### src/rtl/hoaa_sub_serial.sv
// Bit-serial a-b (a + ~b + 1), LSB first, with an approximate OR-based LSB stage.
// Define HOAA_EXACT_LSB_EN to make bit 0 an exact full adder (exact subtraction).
module hoaa_sub_serial #(
  parameter int unsigned WIDTH = 8
) (
  input  logic             clk,
  input  logic             rst_n,
  input  logic             in_valid,
  output logic             in_ready,
  input  logic [WIDTH-1:0] a,
  input  logic [WIDTH-1:0] b,
  output logic             out_valid,
  input  logic             out_ready,
  output logic [WIDTH-1:0] diff,
  output logic             borrow_out
);

  localparam int unsigned IW = (WIDTH > 1) ? $clog2(WIDTH) : 1;

  typedef enum logic [1:0] {IDLE, RUN, DONE} state_t;

  state_t           state, state_d;
  logic [WIDTH-1:0] a_q, b_q, a_d, b_d, diff_d;
  logic [IW-1:0]    idx, idx_d;
  logic             carry, carry_d;
  logic             in_ready_d, out_valid_d, borrow_d;
  logic             a_bit, nb_bit, s_bit, c_bit, last;

  // One adder stage on the selected bit; bit 0 carries the +1 of the negation.
  always_comb begin
    a_bit  = a_q[idx];
    nb_bit = ~b_q[idx];
    s_bit  = a_bit ^ nb_bit ^ carry;
    c_bit  = (a_bit & nb_bit) | (carry & (a_bit ^ nb_bit));
    if (idx == '0) begin
`ifdef HOAA_EXACT_LSB_EN
      s_bit = ~(a_bit ^ nb_bit);
      c_bit = a_bit | nb_bit;
`else
      // (a0|1) collapses: sum = 1^~b0, carry = ~b0
      s_bit = ~nb_bit;
      c_bit = nb_bit;
`endif
    end
  end

  assign last = (idx == IW'(WIDTH - 1));

  // Next-state and next-output logic
  always_comb begin
    state_d  = state;
    a_d      = a_q;
    b_d      = b_q;
    idx_d    = idx;
    carry_d  = carry;
    diff_d   = diff;
    borrow_d = borrow_out;
    case (state)
      IDLE: begin
        if (in_ready && in_valid) begin
          a_d     = a;
          b_d     = b;
          idx_d   = '0;
          carry_d = 1'b0;
          state_d = RUN;
        end
      end
      RUN: begin
        diff_d[idx] = s_bit;
        carry_d     = c_bit;
        idx_d       = idx + IW'(1);
        if (last) begin
          borrow_d = ~c_bit;
          idx_d    = '0;
          state_d  = DONE;
        end
      end
      DONE: begin
        if (out_ready) state_d = IDLE;
      end
      default: state_d = IDLE;
    endcase
    in_ready_d  = (state_d == IDLE);
    out_valid_d = (state_d == DONE);
  end

  // State and registered outputs
  always_ff @(posedge clk or negedge rst_n) begin
    if (!rst_n) begin
      state      <= IDLE;
      a_q        <= '0;
      b_q        <= '0;
      idx        <= '0;
      carry      <= 1'b0;
      diff       <= '0;
      borrow_out <= 1'b0;
      in_ready   <= 1'b0;
      out_valid  <= 1'b0;
    end else begin
      state      <= state_d;
      a_q        <= a_d;
      b_q        <= b_d;
      idx        <= idx_d;
      carry      <= carry_d;
      diff       <= diff_d;
      borrow_out <= borrow_d;
      in_ready   <= in_ready_d;
      out_valid  <= out_valid_d;
    end
  end

endmodule

### config.mk
export PLATFORM = sky130hd
export DESIGN_NAME = hoaa_sub_serial
export DESIGN_NICKNAME = d
export VERILOG_FILES = /design/src/rtl/hoaa_sub_serial.sv
export SDC_FILE = /design/constraint.sdc
export NUM_CORES = 1
export LEC_CHECK = 0
export BUFFER_PORTS_ARGS = -buffer_cell sky130_fd_sc_hd__buf_2
export CAP_MARGIN = 15
export CELL_PAD_IN_SITES_DETAIL_PLACEMENT = 0
export CELL_PAD_IN_SITES_GLOBAL_PLACEMENT = 2
export CORE_MARGIN = 2
export CORE_UTILIZATION = 39
export DETAILED_ROUTE_END_ITERATION = 7
export PLACE_DENSITY = 0.93
export SKIP_LAST_GASP = 1
export SYNTH_ARGS = -nofsm -noshare
export SYNTH_HDL_FRONTEND = slang
export SYNTH_SLANG_ARGS = --single-unit
### constraint.sdc
create_clock -name clk -period 6.95 [get_ports clk]
set_clock_uncertainty 0.05 [all_clocks]
set_input_delay 1.39 -clock clk [delete_from_list [all_inputs] [get_ports clk]]
set_output_delay 1.39 -clock clk [all_outputs]
set_load 0.02 [all_outputs]
==> results.json, run 1 <==
{
  "status": "complete, no violations",
  "vdd_ir_drop_max_v": 0.000193,
  "io_buffer_count": 30,
  "ctsLongestPathBuffers": 2,
  "yosysUniqueCellTypes": 39,
  "combinational_family_with_the_most_area_after_synthesis": "multiplexers",
  "floorplan.die.height_um": 67.4,
  "die_area_um2": 4540,
  "drtPass1Iterations": 4,
  "ant_nets": 0,
  "p_seq_frac": 0.396,
  "normalized_max_slew_margin": 0.315,
  "mappedNetlistArea_um2": 1570,
  "design.portCount": 31,
  "internal_power_uw": 575,
  "worstMarginPinSlew_ns": 1.02,
  "swShare": 0.386,
  "wire_length_of_the_first_global_routing_pass_mm": 4.74,
  "cts.repair.resized": 0,
  "synthCells": 115,
  "simple_gate_area_share_of_the_yosys_netlist": 0.0958,
  "synthesis.yosys.warnings": 0,
  "clk_pin_slew_worst_paths_ns": 0.06,
  "fin_util": 0.462,
  "synth-xor-area-share": 0,
  "largest_net_degree_at_the_start_of_global_routing": 34,
  "area_delta_synth_final_pct": 16.2,
  "num-fill-cells": 374,
  "global_route.overflow_total": 0,
  "hold_buffer_count_at_cts": 0,
  "antenna-diode-count": 0,
  "leakage_nw": 0.833,
  "synthesis.nets": 139,
  "cts_tree": "built",
  "tritoncts_buffer_count": 5,
  "avgSynthCellArea_um2": 13.6,
  "worstHoldPathType": "reg -> reg",
  "routed_wirelength_mm": 2.91,
  "path_class": "reg -> reg",
  "fraction_of_the_cycle_the_final_worst_path_needs": 0.420,
  "synth_compound_area_frac": 0.0583,
  "floorplan.rows": 23,
  "synth-adder-area-share": 0.0367,
  "combPwrFrac": 0.459,
  "cts-root-buf": "clkbuf_8",
  "finalCriticalPeriod_ns": 2.92,
  "setup_bufs_post_cts": 0,
  "vias_per_cell": 5.34,
  "endpoint_kind": "flop",
  "grt_setup_unrepaired": "no",
  "die_x_um": 67.4,
  "htreeDepth": 2,
  "final_net_count": 170,
  "drt_drc_violations_left": 0,
  "report.final.slew_viol_count": 0,
  "final_hold_viol_count": 0,
  "required_ns": 7.12,
  "num_vias": 1052,
  "setup_viol_count_final": 0,
  "first_global_vias": 1058,
  "power.share.clock": 0.144,
  "place_congestion": 0.822,
  "antenna_violations_before_repair": 0,
  "synth_seq_cells": 33,
  "max_cap_viol_count": 0,
  "wire_per_inst_um": 14.8,
  "detailed_router_s_first_iteration_violation_count": 40,
  "track_usage": 0.147,
  "post_route_cells_drive_above_1_share": 0.435,
  "clock_latency_ns": 0.28,
  "fmax_mhz": 342,
  "synth_mux_area_frac": 0.248,
  "worst_setup_path_start_kind": "flop",
  "initial_core_util": 0.397,
  "worst_ep_arrival_time_ns": 3.10,
  "clock-sinks": 33,
  "synth.yosys.seq_area_share": 0.527,
  "core_area_um2": 3940,
  "p_sw_uw": 361,
  "power.density_nw_per_um2": 514,
  "final_total_negative_setup_slack_ns": 0,
  "crit_path_max_fanout": 14,
  "dpl.hpwl_mm": 2.11
}
[Yosys cell counts (all sizes together)]
library cell / n / area share
nand2b: 2 / 0.013
a222oi: 1 / 0.0064
o31ai: 2 / 0.0096
a31oi: 1 / 0.0040
nand3: 3 / 0.0096
mux2i: 4 / 0.026
o21ai: 1 / 0.0032
mux4: 3 / 0.043
or3: 1 / 0.0040
and3: 1 / 0.0040
or4: 1 / 0.0048
nand2: 6 / 0.014
a21boi: 1 / 0.0048
inv: 3 / 0.0088
a41o: 1 / 0.0064
and4: 1 / 0.0056
mux2: 25 / 0.18
a22oi: 1 / 0.0048
and3b: 1 / 0.0056
nand4bb: 1 / 0.0072
ha: 3 / 0.024
nor4: 1 / 0.0040
nor2: 2 / 0.0048
dfrtp: 33 / 0.53
a22o: 2 / 0.011
fa: 1 / 0.013
nor2b: 1 / 0.0040
nand4: 1 / 0.0040
buf: 6 / 0.025
nor3: 2 / 0.0064
nor3b: 1 / 0.0048
a21oi: 1 / 0.0032
a211oi: 1 / 0.0048
[registers in the layout, indices dropped and copies added (netlist names)]
signal and flops:
a_q 8, b_q 8, borrow_out 1, carry 1, diff 8, idx 3, in_ready 1, out_valid 1
state 2
[power by group through the flow]
| stage | clock (mW) | combinational (mW) | sequential (mW) |
|---|---|---|---|
| 6_report | 0.135 | 0.430 | 0.371 |
| 5_1_grt | 0.151 | 0.473 | 0.386 |
| 4_1_cts | 0.139 | 0.433 | 0.373 |
| 3_5_place_dp | 0 | 0.431 | 0.377 |
| 3_3_place_gp | 0 | 0.418 | 0.371 |
| 2_1_floorplan | 0 | 0.329 | 0.374 |
[layer usage]
layer	vias up	track usage	part of all wire
met2	41	0.234	0.48
li1	488	-	-
met4	0	0.0612	0.018
met1	518	0.176	0.43
met5	-	0	0
met3	5	0.0617	0.073
[area by class of cell]
| cell class | instances | area (um2) | share of cell area |
|---|---|---|---|
| sequential | 33 | 826 | 0.454 |
| multi-input combinational | 73 | 688 | 0.378 |
| timing repair buffer | 30 | 150 | 0.0825 |
| clock buffer | 8 | 80.1 | 0.0440 |
| tap | 50 | 62.6 | 0.0344 |
| inverter | 3 | 13.8 | 0.00756 |
[placed cells by master, fill, tap and decap left out, types with 2 or more instances in the layout]
| cell | synthesis | final |
|---|---|---|
| a22o_1 | 2 | 2 |
| buf_2 | 4 | 30 |
| clkbuf_1 | 0 | 3 |
| clkbuf_8 | 0 | 5 |
| dfrtp_1 | 33 | 33 |
| ha_1 | 3 | 3 |
| mux2_1 | 2 | 2 |
| mux2_2 | 23 | 23 |
| mux2i_1 | 4 | 4 |
| mux4_2 | 3 | 3 |
| nand2_1 | 6 | 6 |
| nand3_1 | 3 | 3 |
| nor2_1 | 2 | 2 |
| nor3_1 | 2 | 2 |
| o31ai_1 | 2 | 2 |
[worst max-delay path, cell delays in order (launching register included)]
cell and delay, ns:
dfrtp_1 0.69, mux4_2 0.57, mux2_2 0.28, fa_1 0.56
inv_1 0.06, a222oi_1 0.41, mux2_2 0.25
[logic make-up (layout without fill, tap and decap cells)]
group,after synthesis,after routing
AOI/OAI and AO/OA,12,12
DFF,33,33
muxes,32,32
and+or+nand+nor,25,25
buffers and inverters,9,41
adders and majority gates,4,4
[through the flow]
stage	setup slack (ns)	total power, mW	cell area [um2]	cells	hold slack [ns]
after floorplan	4.36	0.703	1570	115	0.424
after global placement	3.96	0.789	1740	189	0.425
after detailed placement	3.87	0.808	1740	189	0.447
after CTS	4.03	0.944	1820	197	0.459
after global routing	3.83	1.01	1820	197	0.469
final	4.03	0.936	1820	197	0.451
[path summary, 6_finish.rpt]
check | startpoint | endpoint | slack (ns) | cells after the start
min | diff[0]$_DFFE_PN0P_ | diff[0]$_DFFE_PN0P_ | 0.45 | 1
min in group asynchronous | rst_n | diff[5]$_DFFE_PN0P_ | 1.11 | 1
max in group asynchronous | rst_n | a_q[0]$_DFFE_PN0P_ | 5.28 | 1
max | idx[0]$_DFFE_PN0P_ | diff[0]$_DFFE_PN0P_ | 4.03 | 6
min reg2reg | diff[0]$_DFFE_PN0P_ | diff[0]$_DFFE_PN0P_ | 0.45 | 1
max reg2reg | idx[0]$_DFFE_PN0P_ | diff[0]$_DFFE_PN0P_ | 4.03 | 6
(Power assumes the default switching activity.)
==> inputs of run 2 (changes only) <==
--- a/config.mk
+++ b/config.mk
@@ -5,14 +5,15 @@
 export SDC_FILE = /design/constraint.sdc
 export NUM_CORES = 1
 export LEC_CHECK = 0
+export ABC_AREA = 1
 export BUFFER_PORTS_ARGS = -buffer_cell sky130_fd_sc_hd__buf_2
 export CAP_MARGIN = 15
 export CELL_PAD_IN_SITES_DETAIL_PLACEMENT = 0
 export CELL_PAD_IN_SITES_GLOBAL_PLACEMENT = 2
 export CORE_MARGIN = 2
-export CORE_UTILIZATION = 39
+export CORE_UTILIZATION = 30
 export DETAILED_ROUTE_END_ITERATION = 7
-export PLACE_DENSITY = 0.93
+export PLACE_DENSITY = 0.85
 export SKIP_LAST_GASP = 1
 export SYNTH_ARGS = -nofsm -noshare
 export SYNTH_HDL_FRONTEND = slang
==> constraint.sdc (replaced) <==
create_clock -name clk -period 2.63 [get_ports clk]
set_clock_uncertainty 0.05 [all_clocks]
set_input_delay 0.526 -clock clk [delete_from_list [all_inputs] [get_ports clk]]
set_output_delay 0.526 -clock clk [all_outputs]
set_load 0.02 [all_outputs]
==> results.json, run 2 <==
{
  "status": "complete, no violations",
  "io_buffer_count": 30,
  "area_delta_synth_final_pct": 18.4,
  "synth_seq_cells": 33,
  "ant_nets": 0,
  "routed_wirelength_mm": 3.18,
  "place_congestion": 0.777,
  "cts_tree": "built",
  "cts.repair.resized": 0,
  "setup_bufs_post_cts": 0,
  "final_net_count": 225,
  "p_sw_mw": 1.05,
  "hold_buffer_count_at_cts": 0,
  "clock_latency_ns": 0.29,
  "global_route.overflow_total": 0,
  "detailed_router_s_first_iteration_violation_count": 48,
  "antenna-diode-count": 0,
  "track_usage": 0.121,
  "p_seq_frac": 0.362,
  "design.portCount": 31,
  "required_ns": 2.75,
  "drt_drc_violations_left": 0,
  "wire_length_of_the_first_global_routing_pass_mm": 5.63,
  "finalNonFillerCells": 272,
  "ctsLongestPathBuffers": 2,
  "top_cell_type_s_share_of_synthesized_area": 0.513,
  "swShare": 0.423,
  "worst_setup_path_start_kind": "flop",
  "drtPass1Iterations": 4,
  "setup_viol_count_final": 0,
  "synthesis.nets": 191,
  "floorplan.die.height_um": 77.2,
  "fraction_of_the_cycle_the_final_worst_path_needs": 0.825,
  "vias_per_cell": 4.25,
  "worstMarginPinSlew_ns": 0.734,
  "power.density_nw_per_um2": 1300,
  "worst_ep_arrival_time_ns": 2.29,
  "combPwrFrac": 0.490,
  "clk_pin_slew_worst_paths_ns": 0.07,
  "largest_net_degree_at_the_start_of_global_routing": 34,
  "worst_hold_slack_ns": 0.248,
  "synth-edff-count": 0,
  "layout.cells.most_common_list": "nand2_1 (39), dfrtp_1 (33), buf_2 (30)",
  "die_x_um": 77.2,
  "layout.cells.most_common": "nand2_1",
  "synthesis.yosys.warnings": 0,
  "antenna_violations_before_repair": 0,
  "synth.yosys.seq_area_share": 0.513,
  "post_route_cells_drive_above_1_share": 0.277,
  "largestRegisters": "a_q x8, b_q x8, diff x8",
  "cts-root-buf": "clkbuf_8",
  "cells_taking_the_most_area_after_synthesis": "dfrtp_1 (51%), mux2_4 (12%), nand2_1 (9.1%), nor2_1 (6.1%), o21ai_0 (4.7%)",
  "reg2regPathDepth": 10,
  "final_total_negative_setup_slack_ns": 0,
  "max_cap_viol_count": 0,
  "synth_largest_area_cell": "dfrtp_1",
  "wire_per_inst_um": 11.7,
  "crit_path_max_fanout": 12,
  "totalPowerFinal_mw": 2.48,
  "worstHoldPathType": "in -> async",
  "num_vias": 1156,
  "post-route-worst-setup-slack_ns": 0.461,
  "die_area_um2": 5970,
  "place_ws_ns": 0.472,
  "vdd_ir_drop_max_v": 0.000493,
  "dpl.hpwl_mm": 2.31,
  "first_global_vias": 1212,
  "synthCells": 167,
  "normalized_max_slew_margin": 0.510,
  "yosysUniqueCellTypes": 23,
  "avgSynthCellArea_um2": 9.63,
  "power.share.clock": 0.148,
  "internal_power_mw": 1.43,
  "mappedNetlistArea_um2": 1610,
  "synth_ff_type": "dfrtp_1",
  "initial_core_util": 0.313,
  "synth.most_common_cell": "nand2_1",
  "clock-sinks": 33,
  "dpl-instance-area_um2": 1820,
  "fin_util": 0.371,
  "leakage_nw": 1.01,
  "design_area_um2": 1910,
  "fmax_mhz": 461,
  "endpoint_kind": "flop",
  "floorplan.rows": 26,
  "ys_async_sr_fraction": 1.00,
  "tritoncts_buffer_count": 5,
  "grt_setup_unrepaired": "no",
  "synthTopCellsByCount": "nand2_1 (39), dfrtp_1 (33), nor2_1 (26), o21ai_0 (15), mux2_4 (13)",
  "critical_r2r_launch": "idx[0]$_DFFE_PN0P_",
  "path_class": "reg -> reg",
  "report.final.slew_viol_count": 0,
  "finalCriticalPeriod_ns": 2.17,
  "setup.reg_to_reg.worst_slack_ns": 0.46,
  "core_area_um2": 5140,
  "final_hold_viol_count": 0,
  "htreeDepth": 2,
  "r2r-end": "diff[4]$_DFFE_PN0P_",
  "dp.cells": 264
}
==> run 2: cell count changes after synthesis, moves of 4 or more <==
cell     before  now
nand2_1       6   39
mux2_4        0   13
o21ai_1       0    4
mux2_2       23    0
o21ai_0       1   15
nor2_1        2   26
inv_1         1   12
==> run 2: power groups by stage <==
stage	Clock [mW]	Sequential (mW)	Combinational [mW]
after global routing	0.401	0.934	1.43
final	0.368	0.897	1.22
after detailed placement	0	0.910	1.24
after floorplan	0	0.953	0.882
after CTS	0.386	0.900	1.24
after global placement	0	0.904	1.24
==> run 2: cell families after synthesis <==
group,Yosys count,share of synthesized area
flops,33,0.513
compound gates,23,0.0747
simple gates,75,0.192
mux,15,0.135
fa+ha+maj,4,0.0358
buf+inv,17,0.0498
==> run 2: cell type report <==
class | count | area [um2]
Tap cell | 70 | 87.6
Fill cell | 547 | 3230
Clock buffer | 6 | 72.6
Timing Repair Buffer | 31 | 158
Multi-Input combinational cell | 117 | 703
Sequential cell | 33 | 826
Clock inverter | 2 | 10.0
Inverter | 13 | 48.8
==> run 2: worst max-delay path by stage <==
stage,startpoint,to,slack [ns],depth (start not counted)
floorplan,idx[1]$_DFFE_PN0P_,diff[0]$_DFFE_PN0P_,0.84,9
detailed placement,idx[0]$_DFFE_PN0P_,diff[1]$_DFFE_PN0P_,0.47,10
finish,idx[0]$_DFFE_PN0P_,diff[4]$_DFFE_PN0P_,0.46,10
global route,idx[0]$_DFFE_PN0P_,diff[4]$_DFFE_PN0P_,0.13,10
global placement,idx[0]$_DFFE_PN0P_,diff[1]$_DFFE_PN0P_,0.44,10
CTS,idx[0]$_DFFE_PN0P_,diff[5]$_DFFE_PN0P_,0.46,10
==> run 2: critical path, stage by stage (launching register included) <==
cell and delay, ns:
dfrtp_1 0.44, inv_1 0.31, nand2_1 0.15, nand3_1 0.11, o21ai_0 0.08, nor2_1 0.16, fa_1 0.43, nand2_1 0.09
nand2_2 0.11, nand2_1 0.08, nand2_1 0.05
==> run 2: layer usage <==
metal,vias up,wire length [um],global-route usage
met2,34,1290,0.176
met5,-,0,0
met3,5,172,0.0365
met1,507,1670,0.169
met4,0,48,0.0482
li1,610,-,-
==> inputs of run 3 (changes only) <==
--- a/config.mk
+++ b/config.mk
@@ -11,9 +11,9 @@
 export CELL_PAD_IN_SITES_DETAIL_PLACEMENT = 0
 export CELL_PAD_IN_SITES_GLOBAL_PLACEMENT = 2
 export CORE_MARGIN = 2
-export CORE_UTILIZATION = 30
+export CORE_UTILIZATION = 33
 export DETAILED_ROUTE_END_ITERATION = 7
-export PLACE_DENSITY = 0.85
+export PLACE_DENSITY = 0.88
 export SKIP_LAST_GASP = 1
 export SYNTH_ARGS = -nofsm -noshare
 export SYNTH_HDL_FRONTEND = slang
==> constraint.sdc (replaced) <==
create_clock -name clk -period 2 [get_ports clk]
set_clock_uncertainty 0.05 [all_clocks]
set_input_delay 0.4 -clock clk [delete_from_list [all_inputs] [get_ports clk]]
set_output_delay 0.4 -clock clk [all_outputs]
set_load 0.02 [all_outputs]
==> results.json, run 3 (synthesized netlist as in run 2, its figures left out) <==
{
  "worstHoldPathType": "in -> async",
  "worstMarginPinSlew_ns": 0.733,
  "path_delay_family": "adder cells",
  "grt_setup_unrepaired": "yes",
  "dpl.hpwl_mm": 2.44,
  "vdd_ir_drop_max_v": 0.000867,
  "cts_tree": "built",
  "buf_inv_stages_crit_path": 1,
  "finalCriticalPeriod_ns": 1.94,
  "largest_net_degree_at_the_start_of_global_routing": 34,
  "leakage_nw": 1.09,
  "clock-sinks": 33,
  "first_global_vias": 1199,
  "antenna-diode-count": 0,
  "worst_hold_slack_ns": 0.127,
  "clock_latency_ns": 0.28,
  "htreeDepth": 2,
  "global_route.overflow_total": 0,
  "dp.cells": 270,
  "initial_core_util": 0.341,
  "tritoncts_buffer_count": 5,
  "crit_path_max_fanout": 8,
  "max_cap_viol_count": 0,
  "layout.area.seq_um2": 828,
  "layout.cells.most_common": "nand2_1",
  "worst_setup_path_start_kind": "flop",
  "critical-path-slowest-cell": "fa_1",
  "p_sw_mw": 1.56,
  "detailed_router_s_first_iteration_violation_count": 63,
  "status": "complete, no violations",
  "report.final.slew_viol_count": 0,
  "antenna_violations_before_repair": 0,
  "dpl-instance-area_um2": 1890,
  "finalNonFillerCells": 283,
  "cell_type_with_the_highest_occurrence_count_on_the_critical_path": "nand2_1",
  "ctsLongestPathBuffers": 2,
  "power.share.clock": 0.134,
  "internal_power_mw": 2.16,
  "p_seq_frac": 0.326,
  "fraction_of_the_cycle_the_final_worst_path_needs": 0.969,
  "wire_per_inst_um": 12.1,
  "final_hold_viol_count": 0,
  "final_net_count": 240,
  "floorplan.die.height_um": 73.8,
  "setup_viol_count_final": 0,
  "drtPass1Iterations": 4,
  "design_area_um2": 2090,
  "vias_per_cell": 4.42,
  "drt_drc_violations_left": 0,
  "endpoint_kind": "flop",
  "layout.cells.most_common_list": "nand2_1 (34), dfrtp_1 (31), buf_2 (30)",
  "io_buffer_count": 30,
  "final_total_negative_setup_slack_ns": 0,
  "combPwrFrac": 0.540,
  "die_x_um": 73.8,
  "swShare": 0.419,
  "track_usage": 0.135,
  "worst_ep_arrival_time_ns": 2.11,
  "area_delta_synth_final_pct": 30.0,
  "wire_length_of_the_first_global_routing_pass_mm": 5.62,
  "ant_nets": 0,
  "num_vias": 1251,
  "die_area_um2": 5450,
  "place_congestion": 0.784,
  "clk_pin_slew_worst_paths_ns": 0.07,
  "cpPeakStageDelay_ns": 0.57,
  "cts-root-buf": "clkbuf_8",
  "routed_wirelength_mm": 3.42,
  "power.density_nw_per_um2": 1780,
  "path_class": "reg -> reg",
  "normalized_max_slew_margin": 0.511,
  "totalPowerFinal_mw": 3.73,
  "post_route_cells_drive_above_1_share": 0.403,
  "floorplan.rows": 25,
  "required_ns": 2.17,
  "critical_path_cell_sequence": "buf_6, nor2_2, nor2_1, o21ai_1, o2111ai_2, fa_1, nand2_2, nand2_4, nand2_1, nand2_1",
  "fmax_mhz": 516,
  "num-fill-cells": 474,
  "core_area_um2": 4720,
  "multi_input_area_um2": 761,
  "design.portCount": 31,
  "largestRegisters": "a_q x8, b_q x8, diff x8"
}
[run 3: repair_timing]
item,4_1_cts,5_1_grt
endpoints found under the setup margin,8,10
hold buffers,0,0
resized for setup,1,32
gates cloned,0,1
setup buffers,3,2
pin swaps,1,10
[run 3: path summary, 6_finish.rpt]
check                                            start                      to  slack (ns)  cells after the start
max in group asynchronous                        rst_n      idx[1]$_DFFE_PN0P_        1.26                      1
worst min-delay path                             rst_n      a_q[5]$_DFFE_PN0P_        0.13                      1
worst min register to register  borrow_out$_DFFE_PN0P_  borrow_out$_DFFE_PN0P_        0.43                      2
worst max register to register      idx[0]$_DFFE_PN0P_     diff[7]$_DFFE_PN0P_        0.06                     10
worst max-delay path                idx[0]$_DFFE_PN0P_     diff[7]$_DFFE_PN0P_        0.06                     10
min in group clk                                  b[0]      b_q[0]$_DFFE_PN0P_        0.28                      2
[run 3: layout make-up]
type / count / share of cell area
Sequential cell: 33 / 0.396
Multi-Input combinational cell: 117 / 0.364
Timing Repair Buffer: 46 / 0.135
Clock buffer: 7 / 0.0413
Tap cell: 67 / 0.0401
Inverter: 13 / 0.0245
[run 3: layer usage]
| metal | share of wire | vias to the layer above | track usage |
|---|---|---|---|
| li1 | - | 635 | - |
| met1 | 0.51 | 589 | 0.195 |
| met2 | 0.44 | 25 | 0.196 |
| met3 | 0.041 | 2 | 0.0412 |
| met4 | 0.0026 | 0 | 0.0364 |
| met5 | 0 | - | 0 |
[run 3: per-stage QoR]
step | utilization | setup WS, ns
after floorplan | - | 0.214
after global placement | 0.399 | -0.0622
after detailed placement | 0.399 | -0.0916
after CTS | 0.423 | 0.0290
after global routing | 0.443 | -0.0575
final | 0.443 | 0.0615
[run 3: power by group through the flow]
stage	clock network [mW]	logic (mW)	registers [mW]
4_1_cts	0.514	1.80	1.18
5_1_grt	0.555	2.27	1.26
6_report	0.497	2.01	1.21
3_3_place_gp	0	1.73	1.19
3_5_place_dp	0	1.74	1.19
2_1_floorplan	0	1.16	1.25
